**config.mk**
```make
export PLATFORM = sky130hd
export DESIGN_NAME = elock_ctrl
export DESIGN_NICKNAME = d
export VERILOG_FILES = /design/src/rtl/elock_pkg.sv /design/src/rtl/elock_entry.sv /design/src/rtl/elock_ctrl.sv
export SDC_FILE = /design/constraint.sdc
export NUM_CORES = 1
export LEC_CHECK = 0
export ABC_AREA = 1
export BUFFER_PORTS_ARGS = -buffer_cell sky130_fd_sc_hd__buf_2
export CAP_MARGIN = 20
export CORE_ASPECT_RATIO = 1.2
export CORE_UTILIZATION = 50
export CTS_CLUSTER_SIZE = 14
export DETAILED_ROUTE_END_ITERATION = 7
export PLACE_DENSITY = 0.67
export SYNTH_ARGS = -nofsm -noshare
export SYNTH_HDL_FRONTEND = slang
export SYNTH_SLANG_ARGS = --single-unit
```
**constraint.sdc**
```tcl
create_clock -name clk -period 2.85 [get_ports clk]
set_clock_uncertainty 0.1 [all_clocks]
set_input_delay 0.1425 -clock clk [delete_from_list [all_inputs] [get_ports clk]]
set_output_delay 0.1425 -clock clk [all_outputs]
set_load 0.1 [all_outputs]
```
**src/rtl/elock_pkg.sv**
```systemverilog
// Shared types and constants for the keypad door-lock controller.
// Light patterns are {alarm, locked, armed, fail, open}.
package elock_pkg;

    typedef enum logic [2:0] {
        ST_UNARMED,
        ST_LOCKED,
        ST_OPEN,
        ST_FAIL,
        ST_ALARM,
        ST_ALARM_FAIL,
        ST_PCHANGE
    } state_t;

    localparam logic [3:0] KEY_STAR = 4'hE;
    localparam logic [3:0] KEY_HASH = 4'hF;

    localparam logic [4:0] LIGHTS_UNARMED    = 5'b00000;
    localparam logic [4:0] LIGHTS_LOCKED     = 5'b01100;
    localparam logic [4:0] LIGHTS_OPEN       = 5'b00101;
    localparam logic [4:0] LIGHTS_FAIL       = 5'b01110;
    localparam logic [4:0] LIGHTS_ALARM      = 5'b11100;
    localparam logic [4:0] LIGHTS_ALARM_FAIL = 5'b11110;
    localparam logic [4:0] LIGHTS_PCHANGE    = 5'b00111;

    function automatic logic [4:0] lights_of(input state_t s);
        logic [4:0] l;
        case (s)
            ST_UNARMED:    l = LIGHTS_UNARMED;
            ST_LOCKED:     l = LIGHTS_LOCKED;
            ST_OPEN:       l = LIGHTS_OPEN;
            ST_FAIL:       l = LIGHTS_FAIL;
            ST_ALARM:      l = LIGHTS_ALARM;
            ST_ALARM_FAIL: l = LIGHTS_ALARM_FAIL;
            ST_PCHANGE:    l = LIGHTS_PCHANGE;
            default:       l = LIGHTS_UNARMED;
        endcase
        return l;
    endfunction

    function automatic logic is_digit(input logic [3:0] k);
        return k <= 4'd9;
    endfunction

endpackage

```
**src/rtl/elock_entry.sv**
```systemverilog
// Digit entry buffer: shifts digits in at the LSB nibble and flags a full entry
// for one compare cycle, after which the buffer empties itself.
module elock_entry #(
    parameter int CODE_LEN = 4
) (
    input  logic                  clk,
    input  logic                  rst,
    input  logic                  digit_valid,
    input  logic [3:0]            digit,
    input  logic                  clear,
    output logic [4*CODE_LEN-1:0] code,
    output logic [3:0]            entry_cnt,
    output logic                  full
);

    localparam int W = 4 * CODE_LEN;

    logic [W-1:0] shreg;
    logic [3:0]   cnt;

    assign full      = (cnt == 4'(CODE_LEN));
    assign code      = shreg;
    assign entry_cnt = cnt;

    // A digit landing in the compare (or clear) cycle starts a fresh entry.
    always_ff @(posedge clk or posedge rst) begin
        if (rst) begin
            shreg <= '0;
            cnt   <= '0;
        end else if (digit_valid) begin
            if (full || clear) begin
                shreg <= W'(digit);
                cnt   <= 4'd1;
            end else begin
                shreg <= W'({shreg, digit});
                cnt   <= cnt + 4'd1;
            end
        end else if (full || clear) begin
            shreg <= '0;
            cnt   <= '0;
        end
    end

endmodule

```
**src/rtl/elock_ctrl.sv**
```systemverilog
// Keypad door-lock controller: sequencing FSM, user code, fail counter,
// two-step alarm clear and fail-indication timer around the entry buffer.
//
// state         | meaning
// UNARMED       | idle, waiting for '#'
// LOCKED        | armed, accepting codes
// OPEN          | unlocked, door may open; master code enters PCHANGE
// FAIL          | wrong code indication, timed, keys dropped
// ALARM         | fail limit reached, needs user then master code
// ALARM_FAIL    | wrong code during alarm, timed, keys dropped
// PCHANGE       | next full entry becomes the user code
module elock_ctrl
    import elock_pkg::*;
#(
    parameter int                    CODE_LEN     = 4,
    parameter int                    MAX_FAIL     = 2,
    parameter int                    FAIL_CYCLES  = 250,
    parameter logic [4*CODE_LEN-1:0] DEFAULT_CODE = 16'h1155,
    parameter logic [4*CODE_LEN-1:0] MASTER_CODE  = 16'h1111
) (
    input  logic       clk,
    input  logic       rst,
    input  logic       key_valid,
    input  logic [3:0] key_code,
    input  logic       door_closed,
    output logic [4:0] lights,
    output logic       alarm,
    output logic [3:0] entry_cnt
);

    localparam int W  = 4 * CODE_LEN;
    localparam int TW = (FAIL_CYCLES > 1) ? $clog2(FAIL_CYCLES) : 1;

    state_t         state, state_nxt;
    logic [W-1:0]   user_code, user_code_nxt;
    logic [3:0]     fail_cnt, fail_cnt_nxt, fail_inc;
    logic           stage, stage_nxt;
    logic [TW-1:0]  timer, timer_nxt;
    logic           door_d1, door_d2, door_rise;
    logic           key_dig, key_star, key_hash;
    logic           digit_take, buf_clear;
    logic [W-1:0]   entry_code;
    logic           entry_full;

    assign key_dig   = key_valid && is_digit(key_code);
    assign key_star  = key_valid && (key_code == KEY_STAR);
    assign key_hash  = key_valid && (key_code == KEY_HASH);
    assign door_rise = door_d1 && !door_d2;
    assign fail_inc  = fail_cnt + 4'd1;

    elock_entry #(
        .CODE_LEN (CODE_LEN)
    ) u_entry (
        .clk         (clk),
        .rst         (rst),
        .digit_valid (digit_take),
        .digit       (key_code),
        .clear       (buf_clear),
        .code        (entry_code),
        .entry_cnt   (entry_cnt),
        .full        (entry_full)
    );

    always_ff @(posedge clk or posedge rst) begin
        if (rst) begin
            state     <= ST_UNARMED;
            user_code <= DEFAULT_CODE;
            fail_cnt  <= '0;
            stage     <= 1'b0;
            timer     <= '0;
            door_d1   <= 1'b0;
            door_d2   <= 1'b0;
            lights    <= LIGHTS_UNARMED;
            alarm     <= 1'b0;
        end else begin
            state     <= state_nxt;
            user_code <= user_code_nxt;
            fail_cnt  <= fail_cnt_nxt;
            stage     <= stage_nxt;
            timer     <= timer_nxt;
            door_d1   <= door_closed;
            door_d2   <= door_d1;
            lights    <= lights_of(state_nxt);
            alarm     <= (state_nxt == ST_ALARM) || (state_nxt == ST_ALARM_FAIL);
        end
    end

    always_comb begin
        state_nxt     = state;
        user_code_nxt = user_code;
        fail_cnt_nxt  = fail_cnt;
        stage_nxt     = stage;
        timer_nxt     = timer;
        digit_take    = 1'b0;
        buf_clear     = 1'b0;

        case (state)
            ST_UNARMED: begin
                if (key_hash) state_nxt = ST_LOCKED;
            end

            ST_LOCKED: begin
                digit_take = key_dig;
                buf_clear  = key_star;
                if (entry_full) begin
                    if (entry_code == user_code) begin
                        state_nxt    = ST_OPEN;
                        fail_cnt_nxt = '0;
                    end else if (fail_inc == 4'(MAX_FAIL)) begin
                        state_nxt    = ST_ALARM;
                        fail_cnt_nxt = '0;
                    end else begin
                        state_nxt    = ST_FAIL;
                        fail_cnt_nxt = fail_inc;
                        timer_nxt    = TW'(FAIL_CYCLES - 1);
                    end
                end
            end

            ST_FAIL: begin
                if (timer == '0) state_nxt = ST_LOCKED;
                else             timer_nxt = timer - TW'(1);
            end

            // Door edge wins over any key in the same cycle.
            ST_OPEN: begin
                if (door_rise) begin
                    state_nxt = ST_LOCKED;
                end else begin
                    digit_take = key_dig;
                    if (key_hash)
                        state_nxt = ST_LOCKED;
                    else if (key_star)
                        state_nxt = ST_UNARMED;
                    else if (entry_full && (entry_code == MASTER_CODE))
                        state_nxt = ST_PCHANGE;
                end
            end

            ST_PCHANGE: begin
                if (door_rise) begin
                    state_nxt = ST_LOCKED;
                end else begin
                    digit_take = key_dig;
                    if (key_star) begin
                        state_nxt = ST_OPEN;
                    end else if (entry_full) begin
                        user_code_nxt = entry_code;
                        state_nxt     = ST_OPEN;
                    end
                end
            end

            ST_ALARM: begin
                digit_take = key_dig;
                buf_clear  = key_star;
                if (entry_full) begin
                    if (!stage && (entry_code == user_code)) begin
                        stage_nxt = 1'b1;
                    end else if (stage && (entry_code == MASTER_CODE)) begin
                        stage_nxt = 1'b0;
                        state_nxt = ST_UNARMED;
                    end else begin
                        stage_nxt = 1'b0;
                        state_nxt = ST_ALARM_FAIL;
                        timer_nxt = TW'(FAIL_CYCLES - 1);
                    end
                end
            end

            ST_ALARM_FAIL: begin
                if (timer == '0) state_nxt = ST_ALARM;
                else             timer_nxt = timer - TW'(1);
            end

            default: state_nxt = ST_UNARMED;
        endcase
    end

endmodule

```
; Yosys cells after proc, flatten, opt, wreduce, memory -nomap -nowiden
; Index checks and enable logic that the tools add are counted.
[totals]
reg_bits = 60
in_bits = 8
output_inout_bits = 10
elab_cells = 102
[op_classes]
add_sub_neg = 3
order_cmp = 1
eq_ne = 25
n_mux = 38
n_bitwise = 2
n_reduce_logical = 22
[op_table]
columns = cell, count
row1 = 2-to-1 mux 8 bit, 7
row2 = 2-to-1 mux 16 bit, 3
row3 = 2-to-1 mux 3 bit, 16
row4 = case mux 5 bit (6 select lines), 1
row5 = case mux 8 bit (3 select lines), 1
row6 = case mux 3 bit (7 select lines), 1
row7 = 2-to-1 mux 4 bit, 5
row8 = "equality test 3 bit, second input constant", 6
row9 = "equality test 16 x 13 -> 1 bit, second input constant", 1
row10 = equality test 16 bit, 1
row11 = "inequality test 2 bit, second input constant", 7
row12 = "equality test 3 x 2 -> 1 bit, second input constant", 4
row13 = "adder 4 x 1 -> 4 bit, second input constant", 2
row14 = "equality test 4 bit, second input constant", 2
row15 = logical NOT 8 bit, 1
row16 = AND reduction 8 bit, 1
row17 = "subtractor 8 x 1 -> 8 bit, second input constant", 1
row18 = logical AND 1 bit, 7
row19 = "equality test 3 x 1 -> 1 bit, second input constant", 2
row20 = OR reduction 2 bit, 3
row21 = "equality test 4 x 2 -> 1 bit, second input constant", 1
row22 = "equality test 4 x 3 -> 1 bit, second input constant", 1
row23 = "less-or-equal comparator 4 bit, second input constant", 1
row24 = AND reduction 2 bit, 2
row25 = 9 further kinds, 14

; Logic depth before layout (Yosys ltp)
[depth]
word_depth = 9
mapped_depth = 14
ltp_nobuf = 14

; By module
; Synthesis repeated with hierarchy kept, for this count alone.
[hier_totals]
cells_unflattened = 459
hier_area_um2 = 3387.0
[by_module_without_submodules]
columns = mod, instances, cells_each, area_each_um2, seq_area_each_um2
row1 = elock_ctrl, 1, 356, 2462.4, 983.4
row2 = elock_entry, 1, 103, 924.6, 500.5

; Least setup slack after synthesis
; Ideal clock, no wire load.
[synth_timing]
kind = flip-flop to flip-flop
startpoint = register u_entry.cnt[0] (netlist: u_entry.entry_cnt[0])
endpoint = register lights[2]
setup_ns = 0.125
arrival_time_ns = 2.118
t_required_ns = 2.625
slack_ns = 0.506
path_stages_with_launch = 15
path_buffers = 0
period_less_slack_ns = 2.344
path_cell_list = dfrtp_1 -> inv_1 -> ha_1 -> nand2_1 -> nor2_4 -> nor2_1 -> nand2_1 -> nand2_1 -> nand2_1 -> nand3_1 -> inv_1 -> nand2_1 -> nor2_1 -> nand3_1 -> nand3_1
[synth_via]
elab_chain_cells = 9
word_cells_on_any_way = 19
cone_classes = eq/ne (7) / mux (11) / reduce/logical (1)
[synth_lines]
columns = item, line
row1 = start: declaration, elock_entry.sv:19  ; logic [3:0] cnt;
row2 = start signal: assignment, elock_entry.sv:36  ; cnt <= cnt + 4'd1;
row3 = equality test 4 x 3 -> 1 bit (*), elock_entry.sv:21  ; assign full = (cnt == 4'(CODE_LEN));
row4 = logical AND 1 bit, elock_ctrl.sv:135  ; else if (entry_full && (entry_code == MASTER_CODE))
row5 = 2-to-1 mux 3 bit, elock_ctrl.sv:135
row6 = 2-to-1 mux 3 bit, elock_ctrl.sv:133  ; else if (key_star)
row7 = 2-to-1 mux 3 bit, elock_ctrl.sv:131  ; if (key_hash)
row8 = 2-to-1 mux 3 bit, elock_ctrl.sv:127  ; if (door_rise) begin
row9 = case mux 3 bit (7 select lines) (*), elock_ctrl.sv:97  ; case (state)
row10 = equality test 3 bit (tied with other cells), elock_pkg.sv:28  ; case (s)
row11 = case mux 5 bit (6 select lines) (*), elock_pkg.sv:28
row12 = end signal: assignment, elock_ctrl.sv:83  ; lights <= lights_of(state_nxt);
row13 = end: declaration, elock_ctrl.sv:26  ; output logic [4:0] lights,
; Every way passes the cells marked *; elsewhere a longest branch is shown, timed or not.
; A chain may end at the register's enable or synchronous reset.

; Final worst setup path
[layout_timing]
startpoint = register user_code[4]
endpoint = register timer[0]
[layout_via]
elab_chain_cells = 4
word_cells_on_any_way = 5
cone_classes = eq/ne (3) / reduce/logical (2)
[layout_lines]
columns = item, line
row1 = start: declaration, elock_ctrl.sv:35  ; logic [W-1:0] user_code, user_code_nxt;
row2 = start signal: assignment, elock_ctrl.sv:77  ; user_code <= user_code_nxt;
row3 = equality test 16 bit (*), "elock_ctrl.sv:106, elock_ctrl.sv:158"
row4 = logical AND 1 bit, elock_ctrl.sv:158  ; if (!stage && (entry_code == user_code)) begin
row5 = inequality test 2 bit (no line), -
row6 = AND reduction 8 bit (no line) (*), -
row7 = end signal: assignment, elock_ctrl.sv:80  ; timer <= timer_nxt;
row8 = end: declaration, elock_ctrl.sv:38  ; logic [TW-1:0] timer, timer_nxt;
; Marks and branches as above.

==> out/results.txt <==
Family with the most delay on the worst path -> simple AND/OR/NAND/NOR gates
Max VDD drop -> 0.697 mV
# placed instances -> 532
Main synth FF type -> dfrtp_1
Post-route DRC -> 0
Layout cells sized above 1 -> 0.147
Asr flop ratio synth -> 1.00
Die width -> 75.8 um
CP Max Fanout -> 15
Net Sw Frac -> 0.483
Largest net degree at the start of global routing -> 43
Area growth syn-to-layout -> 12.1%
Setup TNS -> 0 ns
Flop pwr share -> 0.322
Critical Path AT -> 2.23 ns
Most common cell in the netlist -> nand2_1
Post-CTS Hold Buffers -> 4
Mean area per synthesized cell -> 7.45 um2
Chip Height -> 90.6 um
Initial DRC Count -> 196
YS warnings -> 0
Clock Pin Slew Worst Setup and Hold Paths -> 0.06 ns
Clk_lat worst skew -> 0.35 ns
Worst relative slew slack -> 0.427
Crit. End Element -> flop
Critical path launch point type -> flop
Ports -> 18
Total track usage -> 0.227
Routed len/inst -> 11.9 um
Routed Antenna Nets -> 0
HP Class -> in2reg
Placed cell area -> 0.00343 mm2
Critical path class -> reg2reg
Post-CTS Setup Bufs -> 0
Vias after detailed routing -> 2750
Final WS setup -> 0.795 ns
CTS buffer count -> 9
Post-synthesis cell area -> 0.00327 mm2
Critical path data required time -> 3.02 ns
First-pass GRT wire length -> 11.6 mm
# diodes -> 0
Placer Congestion -> 0.874
Final cell utilization of the core -> 0.594
Slew of the pin with the lowest slew margin -> 0.858 ns
Period utilization -> 0.721
Synth cell count leaders -> nand2_1, inv_1, dfrtp_1
DIE AREA -> 0.00687 mm2
Final setup fails -> 0
Total internal power -> 2.14 mW
Post-synth EDFFs -> 0
Pleak -> 1.82 nW
Root buffer cell -> clkbuf_8
Starting Density -> 0.530
Final Net Count -> 479
Syn Inst Count -> 439
FF+latch count, synth -> 60
GR Overflow Total -> 0
CP cell instances -> inv_1, nand2_1, nand2_1, nor2_1, nand2_1, nor2_2, nand2_1, nand2_1, a21oi_2, nand2_2, nand2_1, o21ai_2
CP max-delay cell -> dfstp_2
FP Rows -> 31
Final wirelength -> 6.59 mm
Post-synth top area cell -> dfrtp_1
Post-route cell area -> 0.00367 mm2
Max_cap viols -> 0
Placement Setup Slack -> 0.766 ns
Initial DRT Pass Iterations -> 4
PD cells -> 1130 mW/mm2
Peak Freq -> 487 MHz
RSZ-0062 raised after global routing -> false
Initial antenna violation count -> 0
Fin crit period -> 2.05 ns
Sink Count -> 60
Number of global-route vias before repair -> 2647
Crit path buffers/inverters -> 1
H-tree lvl count -> 3
Resize count post-CTS -> 0
Comb pwr share -> 0.492
CP peak stage delay -> 0.53 ns
PortBufs -> 17
Netlist cell types -> 31
Most common cell type on the critical path -> nand2_1
Post-synth top area share -> 0.413
Syn_nets -> 453
Status -> completed
Area contributors post-synth -> dfrtp_1, nand2_1, inv_1
P_sw -> 2.00 mW
Sequential element share of the synthesized area -> 0.461
Clock power share -> 0.186
CTS tree -> done
Post-route insts no fill -> 552
Core Footprint -> 0.00617 mm2
DP Wirelength -> 4.92 mm
Final Hold Violating Endpoints -> 0
Vias per inst -> 4.98
Fin. max-slew vios -> 0
CTS max path bufs -> 2
area by class of cell:
type,instances,area [um2]
flip-flops and latches,60,1510
clock inverters,2,35.0
well taps,82,103
repair buffers,23,140
fillers,581,2500
clock buffers,14,163
inverters,67,251
multi-input cells,304,1470
registers in the layout, summed over array words and instances, names as in the netlist:
| signal | count |
|---|---|
| u_entry.entry_cnt | 4 |
| fail_cnt | 4 |
| door_d1 | 1 |
| alarm | 1 |
| u_entry.code | 16 |
| lights | 5 |
| user_code | 16 |
| state | 3 |
| stage | 1 |
| door_d2 | 1 |
| timer | 8 |
power by group through the flow:
| stage | registers [mW] | logic [mW] | clock network (mW) |
|---|---|---|---|
| 2_1_floorplan | 1.70 | 1.34 | 0 |
| 3_3_place_gp | 1.34 | 2.01 | 0 |
| 3_5_place_dp | 1.35 | 2.05 | 0 |
| 4_1_cts | 1.33 | 2.06 | 0.788 |
| 5_1_grt | 1.37 | 2.30 | 0.829 |
| 6_report | 1.33 | 2.03 | 0.769 |
worst paths after layout:
| check | start | to | slack, ns | depth (start not counted) |
|---|---|---|---|---|
| max in group asynchronous | rst | timer[6]$_DFFE_PP0P_ | 1.46 | 4 |
| min | key_code[1] | u_entry.code[1]$_DFFE_PP0P_ | 0.02 | 3 |
| max | user_code[4]$_DFFE_PP1P_ | timer[0]$_DFFE_PP0P_ | 0.80 | 12 |
| min in group asynchronous | rst | user_code[3]$_DFFE_PP0P_ | 0.42 | 3 |
| max reg2reg | user_code[4]$_DFFE_PP1P_ | timer[0]$_DFFE_PP0P_ | 0.80 | 12 |
| min reg2reg | door_d1$_DFF_PP0_ | door_d2$_DFF_PP0_ | 0.28 | 0 |
placed cells by master (no fill, tap or decap), drive strengths merged:
cell / instances
a21oi: 9
and3: 1
buf: 19
bufinv: 1
clkbuf: 14
clkinv: 1
dfrtp: 54
dfstp: 6
dlygate4sd3: 4
ha: 6
inv: 67
nand2: 130
nand3: 31
nand3b: 1
nand4: 6
nor2: 59
nor3: 2
o211ai: 1
o21ai: 43
o22ai: 7
or2: 3
xnor2: 2
xor2: 3
metrics by stage:
step	hold WS, ns	total power, mW
6_report	0.0244	4.13
5_1_grt	0.0352	4.50
4_1_cts	0.00766	4.18
3_5_place_dp	0.155	3.39
3_3_place_gp	0.153	3.35
2_1_floorplan	0.0739	3.03
metal layers:
metal | GRT usage | routed length, um | up-vias | share of wire
met5 | 0 | 0 | - | 0
met4 | 0.0926 | 188 | 0 | 0.029
met3 | 0.0636 | 229 | 15 | 0.035
met2 | 0.364 | 3290 | 52 | 0.50
met1 | 0.281 | 2890 | 1252 | 0.44
li1 | - | - | 1431 | -
worst register-to-register path, cell delays in order (launching register included):
cell and delay [ns]:
dfstp_2 0.53, inv_1 0.04, nand2_1 0.04, nand2_1 0.05, nor2_1 0.11, nand2_1 0.09, nor2_2 0.18, nand2_1 0.15
nand2_1 0.15, a21oi_2 0.09, nand2_2 0.27, nand2_1 0.12, o21ai_2 0.07
logic make-up after synthesis:
family	share of synthesized area
buf+inv	0.0907
compound gates	0.108
flops	0.461
fa+ha+maj	0.0230
xor+xnor	0.0134
simple gates	0.304
Power figures use the tool's default switching activity.
